### config.mk
export PLATFORM = sky130hd
export DESIGN_NAME = rpn_calculator_gen2
export DESIGN_NICKNAME = d
export VERILOG_FILES = /design/src/rtl/rpn_calculator_gen2.sv
export SDC_FILE = /design/constraint.sdc
export NUM_CORES = 1
export LEC_CHECK = 0
export ABC_AREA = 1
export BUFFER_PORTS_ARGS = -buffer_cell sky130_fd_sc_hd__buf_2
export CAP_MARGIN = 0
export CORE_MARGIN = 8
export CORE_UTILIZATION = 45
export CTS_BUF_LIST = sky130_fd_sc_hd__clkbuf_16
export CTS_CLUSTER_SIZE = 10
export DETAILED_ROUTE_END_ITERATION = 10
export HOLD_SLACK_MARGIN = 0.02
export SLEW_MARGIN = 25
export SYNTH_ARGS = -nofsm -noshare
export SYNTH_HDL_FRONTEND = slang
export SYNTH_SLANG_ARGS = --single-unit
### constraint.sdc
create_clock -name clk -period 8.1 [get_ports clk]
set_input_delay 0.405 -clock clk [delete_from_list [all_inputs] [get_ports clk]]
set_output_delay 0.405 -clock clk [all_outputs]
set_load 0.02 [all_outputs]
### src/rtl/rpn_calculator_gen2.sv
// ============================================================================
// Module   : rpn_calculator_gen2
// Brief    : Stack-based RPN calculator with push/operate command interface.
// Revision : 1.0 - initial release
// ============================================================================
`default_nettype none

module rpn_calculator_gen2 #(
    parameter int DATA_WIDTH  = 8,
    parameter int STACK_DEPTH = 16
) (
    input  logic                           clk,
    input  logic                           rst_n,
    input  logic                           cmd_valid,
    output logic                           cmd_ready,
    input  logic                           cmd_push,
    input  logic [2:0]                     cmd_op,
    input  logic [DATA_WIDTH-1:0]          cmd_data,
    input  logic                           err_clear,
    output logic [DATA_WIDTH-1:0]          top_out,
    output logic                           result_valid,
    output logic [$clog2(STACK_DEPTH):0]   depth,
    output logic                           empty,
    output logic                           full,
    output logic                           carry,
    output logic                           err_underflow,
    output logic                           err_overflow
);

    localparam int c_IDX_W = $clog2(STACK_DEPTH);

    typedef enum logic [2:0] {
        S_IDLE  = 3'd0,
        S_POP_B = 3'd1,
        S_POP_A = 3'd2,
        S_EXEC  = 3'd3,
        S_WRITE = 3'd4
    } state_t;

    state_t                  r_state;
    state_t                  w_next_state;
    logic [DATA_WIDTH-1:0]   r_stack [STACK_DEPTH];
    logic [c_IDX_W:0]        r_depth;
    logic [DATA_WIDTH-1:0]   r_a;
    logic [DATA_WIDTH-1:0]   r_b;
    logic [DATA_WIDTH-1:0]   r_result;
    logic [2:0]              r_op;
    logic                    r_carry;
    logic                    r_result_valid;
    logic                    r_err_underflow;
    logic                    r_err_overflow;

    logic                    w_accept;
    logic                    w_full;
    logic                    w_empty;
    logic                    w_two;
    logic                    w_push_wr;
    logic                    w_push_ovf;
    logic                    w_op_start;
    logic                    w_op_unf;
    logic [c_IDX_W-1:0]      w_wr_idx;
    logic [c_IDX_W-1:0]      w_top_idx;
    logic [DATA_WIDTH-1:0]   w_top;
    logic [DATA_WIDTH:0]     w_sum;
    logic [DATA_WIDTH:0]     w_diff;
    logic [2*DATA_WIDTH-1:0] w_prod;
    logic                    w_shift_big;
    logic [DATA_WIDTH-1:0]   w_result;
    logic                    w_carry;

    // Power-of-two depth: only the full count sets the pointer MSB
    assign w_full     = r_depth[c_IDX_W];
    assign w_empty    = (r_depth == '0);
    assign w_two      = |r_depth[c_IDX_W:1];
    assign w_wr_idx   = r_depth[c_IDX_W-1:0];
    assign w_top_idx  = w_wr_idx - c_IDX_W'(1);
    assign w_top      = w_empty ? '0 : r_stack[w_top_idx];

    assign w_accept   = cmd_valid && (r_state == S_IDLE);
    assign w_push_wr  = w_accept && cmd_push && !w_full;
    assign w_push_ovf = w_accept && cmd_push && w_full;
    assign w_op_start = w_accept && !cmd_push && w_two;
    assign w_op_unf   = w_accept && !cmd_push && !w_two;

    assign cmd_ready     = (r_state == S_IDLE);
    assign top_out       = w_top;
    assign depth         = r_depth;
    assign empty         = w_empty;
    assign full          = w_full;
    assign carry         = r_carry;
    assign result_valid  = r_result_valid;
    assign err_underflow = r_err_underflow;
    assign err_overflow  = r_err_overflow;

    always_ff @(posedge clk or negedge rst_n) begin
        if (!rst_n) begin
            r_state <= S_IDLE;
        end else begin
            r_state <= w_next_state;
        end
    end

    always_comb begin
        w_next_state = r_state;
        case (r_state)
            S_IDLE:  if (w_op_start) w_next_state = S_POP_B;
            S_POP_B: w_next_state = S_POP_A;
            S_POP_A: w_next_state = S_EXEC;
            S_EXEC:  w_next_state = S_WRITE;
            S_WRITE: w_next_state = S_IDLE;
            default: w_next_state = S_IDLE;
        endcase
    end

    always_comb begin
        w_sum       = {1'b0, r_a} + {1'b0, r_b};
        w_diff      = {1'b0, r_a} - {1'b0, r_b};
        w_prod      = {{DATA_WIDTH{1'b0}}, r_a} * {{DATA_WIDTH{1'b0}}, r_b};
        w_shift_big = ({1'b0, r_b} >= (DATA_WIDTH+1)'(DATA_WIDTH));
        w_result    = '0;
        w_carry     = 1'b0;
        case (r_op)
            3'b000: begin w_result = w_sum[DATA_WIDTH-1:0];  w_carry = w_sum[DATA_WIDTH];  end
            3'b001: begin w_result = w_diff[DATA_WIDTH-1:0]; w_carry = w_diff[DATA_WIDTH]; end
            3'b010: w_result = r_a & r_b;
            3'b011: w_result = r_a | r_b;
            3'b100: w_result = r_a ^ r_b;
            3'b101: begin
                w_result = w_prod[DATA_WIDTH-1:0];
                w_carry  = |w_prod[2*DATA_WIDTH-1:DATA_WIDTH];
            end
            3'b110: w_result = w_shift_big ? '0 : (r_a << r_b);
            default: w_result = w_shift_big ? '0 : (r_a >> r_b);
        endcase
    end

    always_ff @(posedge clk or negedge rst_n) begin
        if (!rst_n) begin
            r_depth        <= '0;
            r_a            <= '0;
            r_b            <= '0;
            r_op           <= '0;
            r_result       <= '0;
            r_carry        <= 1'b0;
            r_result_valid <= 1'b0;
        end else begin
            r_result_valid <= 1'b0;
            case (r_state)
                S_IDLE: begin
                    if (w_push_wr)  r_depth <= r_depth + (c_IDX_W+1)'(1);
                    if (w_op_start) r_op    <= cmd_op;
                end
                S_POP_B: begin
                    r_b     <= w_top;
                    r_depth <= r_depth - (c_IDX_W+1)'(1);
                end
                S_POP_A: begin
                    r_a     <= w_top;
                    r_depth <= r_depth - (c_IDX_W+1)'(1);
                end
                S_EXEC: begin
                    r_result <= w_result;
                    r_carry  <= w_carry;
                end
                S_WRITE: begin
                    r_depth        <= r_depth + (c_IDX_W+1)'(1);
                    r_result_valid <= 1'b1;
                end
                default: ;
            endcase
        end
    end

    // Set has priority over clear so a same-cycle error is never lost
    always_ff @(posedge clk or negedge rst_n) begin
        if (!rst_n) begin
            r_err_underflow <= 1'b0;
            r_err_overflow  <= 1'b0;
        end else begin
            r_err_underflow <= w_op_unf   | (r_err_underflow & ~err_clear);
            r_err_overflow  <= w_push_ovf | (r_err_overflow  & ~err_clear);
        end
    end

    // Storage is not reset; only the pointer defines valid contents
    always_ff @(posedge clk) begin
        if (w_push_wr) begin
            r_stack[w_wr_idx] <= cmd_data;
        end else if (r_state == S_WRITE) begin
            r_stack[w_wr_idx] <= r_result;
        end
    end

endmodule

`default_nettype wire
# After elaboration in Yosys (flattened, before gate mapping)

Memories as Yosys holds them, arrays and structs flattened.
Index checks and enable logic that the tools add are counted.

Register bits after elaboration: 39
Memories kept: 1
Logic and storage cells: 75
Memory bits (writable): 128

Eq/ne operators: 12
Shifts and indexed selects: 2
Add/sub/neg operators: 5
Order comparisons: 1
Multiplexer cells: 15
Bitwise gates (word level): 9
Multiply operators: 1
Reduce and logical (&&, ||, !) cells: 19

Memory list:

| name    | words | width | rd ports | clocked after Yosys merged registers in | wr ports | RTL line | source |
|---|---|---|---|---|---|---|---|
| r_stack | 16    | 8     | 1        | 0                                       | 1        | 42       | `logic [DATA_WIDTH-1:0] r_stack [STACK_DEPTH];` |

Operators by type and width:

| operator                                            | count |
|---|---|
| case mux 8 bit (7 select lines)                     | 1 |
| 2-to-1 mux 8 bit                                    | 4 |
| multiplier 8 x 8 -> 16 bit                          | 1 |
| case mux 5 bit (3 select lines)                     | 1 |
| == test 3 x 2 -> 1 bit, second input constant       | 4 |
| == test 3 bit, second input constant                | 4 |
| case mux 3 bit (4 select lines)                     | 1 |
| adder 8 x 8 -> 9 bit                                | 1 |
| subtractor 8 x 8 -> 9 bit                           | 1 |
| AND 8 bit                                           | 1 |
| >= comparator 8 x 4 -> 1 bit, second input constant | 1 |
| OR 8 bit                                            | 1 |
| OR reduction 8 bit                                  | 1 |
| << shifter 8 x 8 -> 8 bit                           | 1 |
| right shift 8 x 8 -> 8 bit                          | 1 |
| XOR 8 bit                                           | 1 |
| logical AND 1 bit                                   | 7 |
| == test 3 x 1 -> 1 bit, second input constant       | 2 |
| zero test 3 bit                                     | 2 |
| adder 5 x 1 -> 5 bit, second input constant         | 1 |
| zero test 5 bit                                     | 1 |
| 2-to-1 mux 1 bit                                    | 5 |
| 2-to-1 mux 5 bit                                    | 1 |
| subtractor 5 x 1 -> 5 bit, second input constant    | 1 |
| other kinds (12)                                    | 19 |

# Longest topological paths before layout

Gate-level depths: netlist of run 1.

Word-level depth: 7
Depth in mapped cells: 28
Depth with buffers taken out: 26

# Least setup slack after synthesis of run 1

No wires, ideal clock.

Kind: register to register
Start: register r_b[2]
End: register r_carry (netlist: carry)
Data arrival time: 4,220 ps
Period minus slack after synthesis: 4,337 ps
Data required time: 7,983 ps
Path slack: 3,763 ps
Cell stages (with the launch flop): 22
Path through: dfrtp_1 > clkbuf_1 > clkbuf_1 > nand2_1 > fa_1 > fa_1 > fa_1 > fa_1 > inv_1 > ha_1 > nand2_1 > inv_1 > a21oi_1 > nand3b_1 > nand2_1 > nand2_1 > nor2_1 > nand3_1 > nand2_1 > nand2_1 > nand2_1 > nand2_1

Word-level cells in the longest chain between the ends: 3
Elaborated cells on any way between the ends: 5

Ends and longest elaborated chain:

| what                              | RTL line | source |
|---|---|---|
| start: declaration                | 45       | `logic [DATA_WIDTH-1:0] r_b;` |
| start signal: assignment          | 154      | `r_b <= w_top;` |
| multiplier 8 x 8 -> 16 bit        | 118      | `w_prod = {{DATA_WIDTH{1'b0}}, r_a} * {{DATA_WIDTH{1'b0}}, r_b};` |
| OR reduction 8 bit                | 130      | `w_carry = \|w_prod[2*DATA_WIDTH-1:DATA_WIDTH];` |
| case mux 1 bit (3 select lines) * | 122      | `case (r_op)` |
| end signal: assignment            | 163      | `r_carry <= w_carry;` |
| end: declaration                  | 48       | `logic r_carry;` |

Every way passes the cells marked *; elsewhere a longest branch is shown, timed or not.
A chain may end at the register's enable or synchronous reset.

# Final worst setup path of run 1

Same ends and word-level chain as after synthesis.

==> impl_metrics.ini, run 1 <==
[outcome]
outcome = finished, final reports clean

[placed_design]
dpl.hpwl_um = 20900
portBuffers = 35
gp_congestion = 0.943

[detailed_routing]
drc = 0
dr.pass1.iters = 5
wl_per_cell_um = 17.7
postRouteAntennaNets = 0
drt_iter0_markers = 664
avgViaCountPerCell = 5.29
drt_wl_total_um = 29000
vias = 8680

[critical_path]
path_buf_inv = 2
arrival_ns = 4.94
required_ns = 8.42
path_class = reg2reg
crit_chain = nand2_1, fa_1, fa_1, fa_1, fa_1, inv_1, ha_1, nand2_1, inv_1, nand2_1, nand2_1, nand2_1, nand3_1, nand2_1, nand2_1, nor2_1, nand3_1, nand2_1, nand2_1, nand2_1, nand2_1
slowest_delay_ns = 0.80
cp_max_fo = 18
slowest_stage = dfrtp_1
crit_path_end_kind = flop
path_common_cell = nand2_1
cp-start-kind = flop
cp_top_family = adder cells

[die]
die_area_um2 = 29900
core-area_um2 = 24200
std_cell_rows = 57
fp.dieH_um = 173
ios = 36
fp.dieW_um = 173
initial_core_util_pct = 45.7

[clock_network]
cts_resized = 0
numCtsBuffers = 17
cts_tree = yes
clk_latency_ns = 0.43
path_clk_slew_ns = 0.07
cts_sinks = 167
cts-root-buf = clkbuf_16
clk_path_buf_depth = 2
postCtsSetupRepairBufs = 0
htreeDepth = 4

[yosys]
ys_seq_area_share_pct = 43.5
synthDistinctLibCells = 43
synth-edff-count = 128
synth.yosys.warnings = 0
syn_area_um2 = 11100
ys_ff_latch = 167
syn_avg_cell_area_um2 = 8.55
synth_ff_type = edfxtp_1
postSynth.asyncResetShare_pct = 23.4
synthCells = 1296
synthesis.nets = 1419

[min_path]
hold_path_class = in2reg

[timing]
finalCriticalPeriod_ns = 4.62
worst_pin_slew_ns = 0.902
slew_viol_final = 0
setup_tns_ns = 0
grt_setup_unrepaired = no
finalHoldViolCount = 0
setup_viol = 0
fin_worst_skew_ns = 0.0165
min_period_over_period_pct = 57.0
max-slew-margin-rel_pct = 39.6
fmax_mhz = 217

[final_layout]
syn_to_final_growth_pct = 8.98
final_nets = 1427
layout_common_cells = nand2_1, inv_1, edfxtp_1, nand3_1, nor2_1
final_common_cell = nand2_1
antenna_cells = 0
layout-drive-gt1-share_pct = 7.44

[global_routing]
grt_first_pass_wirelength_um = 46100
grt_usage_pct = 19.4
grt_max_degree = 71
grt_pass1_vias = 8405
grt_antenna_before_repair = 0
grt-ovfl-total = 0

[job]
maxCapViolCount = 0
worst reg2reg max path, cell delays in order, from the launching register on:
cell,delay [ns]
dfrtp_1,0.80
nand2_1,0.17
fa_1,0.55
fa_1,0.54
fa_1,0.52
fa_1,0.54
inv_1,0.04
ha_1,0.34
nand2_1,0.13
inv_1,0.05
nand2_1,0.10
nand2_1,0.06
nand2_1,0.08
nand3_1,0.07
nand2_1,0.07
nand2_1,0.05
nor2_1,0.09
nand3_1,0.10
nand2_1,0.07
nand2_1,0.05
nand2_1,0.05
nand2_1,0.05
cell usage after synthesis, types with 8 or more instances:
cell      instances  area share, %
nand2_1         360             12
inv_1           192            6.5
edfxtp_1        128             35
nand3_1          95            4.3
nor2_1           85            2.9
a21oi_1          68            3.1
ha_1             68            7.7
o21ai_0          41            1.9
dfrtp_1          39            8.8
fa_1             39            7.0
buf_2            28            1.3
clkbuf_1         17           0.58
o21ai_1          17           0.77
o211ai_1         16            1.1
nand4_1          13           0.73
o22ai_1           8           0.45
per-layer routing:
| layer | global-route usage (%) | vias up | part of all wire (%) |
|---|---|---|---|
| met2 | 31.2 | 241 | 47 |
| li1 | - | 4260 | - |
| met4 | 7.40 | 0 | 2.8 |
| met5 | 0 | - | 0 |
| met3 | 2.90 | 46 | 4.6 |
| met1 | 26.1 | 4133 | 45 |
sequential cells by signal, indices dropped and copies added (netlist names):
name,cells
carry,1
depth,5
err_overflow,1
err_underflow,1
r_a,8
r_b,8
r_op,3
r_result,8
r_stack,128
r_state,3
result_valid,1
final timing paths:
check,slack [ns],to,cells past startpoint,start
worst max register to register,3.48,carry$_DFFE_PN0P_,21,r_b[2]$_DFFE_PN0P_
worst max-delay path,3.48,carry$_DFFE_PN0P_,21,r_b[2]$_DFFE_PN0P_
min in group asynchronous,0.49,depth[3]$_DFFE_PN0P_,2,rst_n
max in group asynchronous,7.13,r_a[6]$_DFFE_PN0N_,3,rst_n
worst min register to register,0.54,err_underflow$_DFF_PN0_,2,err_underflow$_DFF_PN0_
worst min-delay path,0.17,err_underflow$_DFF_PN0_,2,err_clear
per-stage QoR:
stage          hold WS [ns]  setup slack, ns  cell area, um2  std cells  util, %
2_1_floorplan         0.109             3.76           11100       1296        -
3_3_place_gp          0.514             3.52           11400       1607     47.1
3_5_place_dp          0.526             3.51           11400       1607     47.1
4_1_cts               0.137             3.50           12000       1639     49.6
5_1_grt               0.156             3.18           12100       1641     49.8
6_report              0.171             3.48           12100       1641     49.8
final cells by class:
type / instances / area, um2
Clock buffer: 17 / 425
Clock inverter: 15 / 180
Fill cell: 2371 / 12200
Inverter: 199 / 747
Multi-Input combinational cell: 875 / 5230
Sequential cell: 167 / 4820
Tap cell: 324 / 405
Timing Repair Buffer: 44 / 265
cell families after synthesis:
| family | after synthesis | share of synthesized area (%) |
|---|---|---|
| and+or+nand+nor | 573 | 21.5 |
| adders and majority gates | 107 | 14.7 |
| AOI/OAI and AO/OA | 185 | 9.94 |
| DFF | 167 | 43.5 |
| buffers and inverters | 254 | 9.36 |
| xor gates and xnor gates | 10 | 0.960 |
repair_timing:
item	4_1_cts	5_1_grt
endpoints found under the hold margin	0	17
setup endpoints to repair	0	0
hold buffers	0	1
Power of run 1 is left out: the tool's default activity adds up to more than one toggle a clock period on the data nets, which glitch-free logic cannot reach.
==> run 2, diff against run 1 <==
--- a/config.mk
+++ b/config.mk
@@ -5,7 +5,7 @@
 export SDC_FILE = /design/constraint.sdc
 export NUM_CORES = 1
 export LEC_CHECK = 0
-export ABC_AREA = 1
+export ABC_AREA = 0
 export BUFFER_PORTS_ARGS = -buffer_cell sky130_fd_sc_hd__buf_2
 export CAP_MARGIN = 0
 export CORE_MARGIN = 8
==> constraint.sdc (replaced) <==
create_clock -name clk -period 4.6 [get_ports clk]
set_input_delay 0.23 -clock clk [delete_from_list [all_inputs] [get_ports clk]]
set_output_delay 0.23 -clock clk [all_outputs]
set_load 0.02 [all_outputs]
==> run 2 against run 1 <==
Against the previous run:
- synthesized cell count shrank 30%
- critical path depth shrank 3
- register-to-register slack lost 3.4 ns
- routed wire length decreased by 10%
- clock skew rose by 0.0046 ns
- final cell count fell by 21%
- worst hold slack worse by 0.12 ns
- critical endpoint unchanged
- highest routed layer unchanged
==> impl_metrics.ini, run 2 <==
[outcome]
outcome = finished, final reports clean

[yosys]
synthDistinctLibCells = 75
syn_avg_cell_area_um2 = 11.6
synthesis.nets = 1030
netlist.area_leader.share_pct = 36.6
synthCells = 907
synth_ff_type = edfxtp_1
ys_ff_latch = 167
yosys.area.top_type = edfxtp_1
synth.yosys.warnings = 0
synth_common_cells = edfxtp_1, nand2_1, inv_1
postSynth.asyncResetShare_pct = 23.4
synthTopCellsByArea = edfxtp_1, dfrtp_1, ha_1, fa_1, mux4_2
synth.most_common_cell = edfxtp_1
ys_seq_area_share_pct = 45.8
synth-edff-count = 128
syn_area_um2 = 10500

[final_layout]
fin_cells = 1298
largest_reg_flops = 128
layout-drive-gt1-share_pct = 19.8
syn_to_final_growth_pct = 12.9
final.fill_count = 2027
seq_area_um2 = 4820
final_common_cell = edfxtp_1
largest_register = r_stack
final_nets = 1089
multiInputGateArea_um2 = 5140
layout_common_cells = edfxtp_1, nand2_1, inv_1, nor2_1, ha_1
antenna_cells = 0
fin_area_um2 = 11900

[clock_network]
clk_path_buf_depth = 2
cts_tree = yes
htreeDepth = 4
path_clk_slew_ns = 0.08
numCtsBuffers = 17
cts-root-buf = clkbuf_16
clk_latency_ns = 0.44
cts_sinks = 167

[die]
std_cell_rows = 56
core-area_um2 = 23200
fp.dieW_um = 169
die_area_um2 = 28500
initial_core_util_pct = 45.3
ios = 36
fp.dieH_um = 169

[detailed_routing]
wl_per_cell_um = 20.1
vias = 7156
drc = 0
drt_wl_total_um = 26000
postRouteAntennaNets = 0
drt_iter0_markers = 550
avgViaCountPerCell = 5.51
dr.pass1.iters = 6

[timing]
finalCriticalPeriod_ns = 4.49
worst_pin_slew_ns = 0.886
fin_worst_skew_ns = 0.0211
finalHoldViolCount = 0
max-slew-margin-rel_pct = 40.9
fmax_mhz = 223
setup_viol = 0
slew_viol_final = 0
min_period_over_period_pct = 97.7

[critical_path]
path_class = reg2reg
r2r_slack_ns = 0.11
cp_top_family = adder cells
cp-start-kind = flop
arrival_ns = 4.81
crit_chain = inv_1, nor2_1, fa_1, inv_1, fa_1, inv_1, fa_1, inv_1, fa_1, inv_1, ha_4, a21o_1, a21oi_2, a21boi_2, o21ai_0, mux2i_1, nor4_1, a31oi_1
slowest_delay_ns = 0.53
required_ns = 4.92
path_common_cell = inv_1
slowest_stage = fa_1
cp_max_fo = 5
crit_path_end_kind = flop
crit_path_start = r_b[4]$_DFFE_PN0P_
path_buf_inv = 5
rr_startpoint = r_b[4]$_DFFE_PN0P_

[min_path]
hold_path_class = in2reg
worstHoldStart = cmd_op[0]

[placed_design]
dp.cells = 1261
gp_congestion = 0.910
dpl.hpwl_um = 18800
place_area_um2 = 11100
portBuffers = 35

[global_routing]
grt_pass1_vias = 7232
grt_max_degree = 40
grt_usage_pct = 18.9
grt-ovfl-total = 0
grt_first_pass_wirelength_um = 41000
grt_antenna_before_repair = 0

[job]
maxCapViolCount = 0
[run 2: changes by cell type after synthesis, sizes merged, moves of 20 or more]
| cell | change |
|---|---|
| nand2 | -261 |
| inv | -102 |
| nand3 | -67 |
| mux4 | +34 |
| a21oi | -29 |
| o21ai | -20 |
[run 2: per-stage QoR]
stage          hold slack, ns  setup slack, ns  setup TNS (ns)  util (%)
3_5_place_dp            0.426          -0.0311         -0.0311      47.9
6_report               0.0479            0.107               0      51.2
5_1_grt                0.0678          -0.0323         -0.0388      51.2
2_1_floorplan         -0.0656           0.0169               0         -
3_3_place_gp            0.427           0.0590               0      47.9
4_1_cts                0.0283           0.0153               0      50.8
[run 2: cells by family after synthesis]
kind of cell	after synthesis	synth area share [%]
xor+xnor	20	1.74
flops	167	45.8
simple gates	266	11.4
compound gates	152	9.51
mux	58	9.77
buf+inv	137	6.19
fa+ha+maj	107	15.5
[run 2: layout make-up]
class                           count  share of cell area (%)
Multi-Input combinational cell    603                    43.3
Sequential cell                   167                    40.6
Timing Repair Buffer               81                    4.49
Clock buffer                       17                    3.58
Tap cell                          319                    3.36
Inverter                           96                    3.05
Clock inverter                     15                    1.61
[run 2: per-layer routing]
layer,up-vias,wire length (um),global-route usage (%)
met5,-,0,0
met4,0,856,7.96
met1,3533,11200,24.4
met3,60,1260,3.21
met2,221,12800,31.0
li1,3342,-,-
[run 2: final timing paths]
| check | cells past startpoint | endpoint |
|---|---|---|
| setup / recovery | 18 | carry$_DFFE_PN0P_ |
| hold / removal | 3 | r_op[0]$_DFFE_PN0P_ |
| setup reg to reg | 18 | carry$_DFFE_PN0P_ |
| hold reg to reg | 2 | r_result[1]$_DFFE_PN0P_ |
| max in group asynchronous | 2 | r_a[4]$_DFFE_PN0N_ |
| min in group asynchronous | 2 | depth[3]$_DFFE_PN0P_ |
[run 2: repair_timing]
item / 4_1_cts / 5_1_grt
hold buffers: 4 / 0
endpoints found under the setup margin: 1 / 2
gates resized for setup: 3 / 13
endpoints found under the hold margin: 43 / 0
setup buffers: 1 / 0
pin swaps: 1 / 4
[run 2: worst min-delay path, delay by kind of cell]
kind	cells	cell delay, ns
buffers and inverters	1	0.07
AND/OR/NAND/NOR	1	0.04
AO/OA/AOI/OAI	1	0.10
Power of run 2 is left out for the same reason.
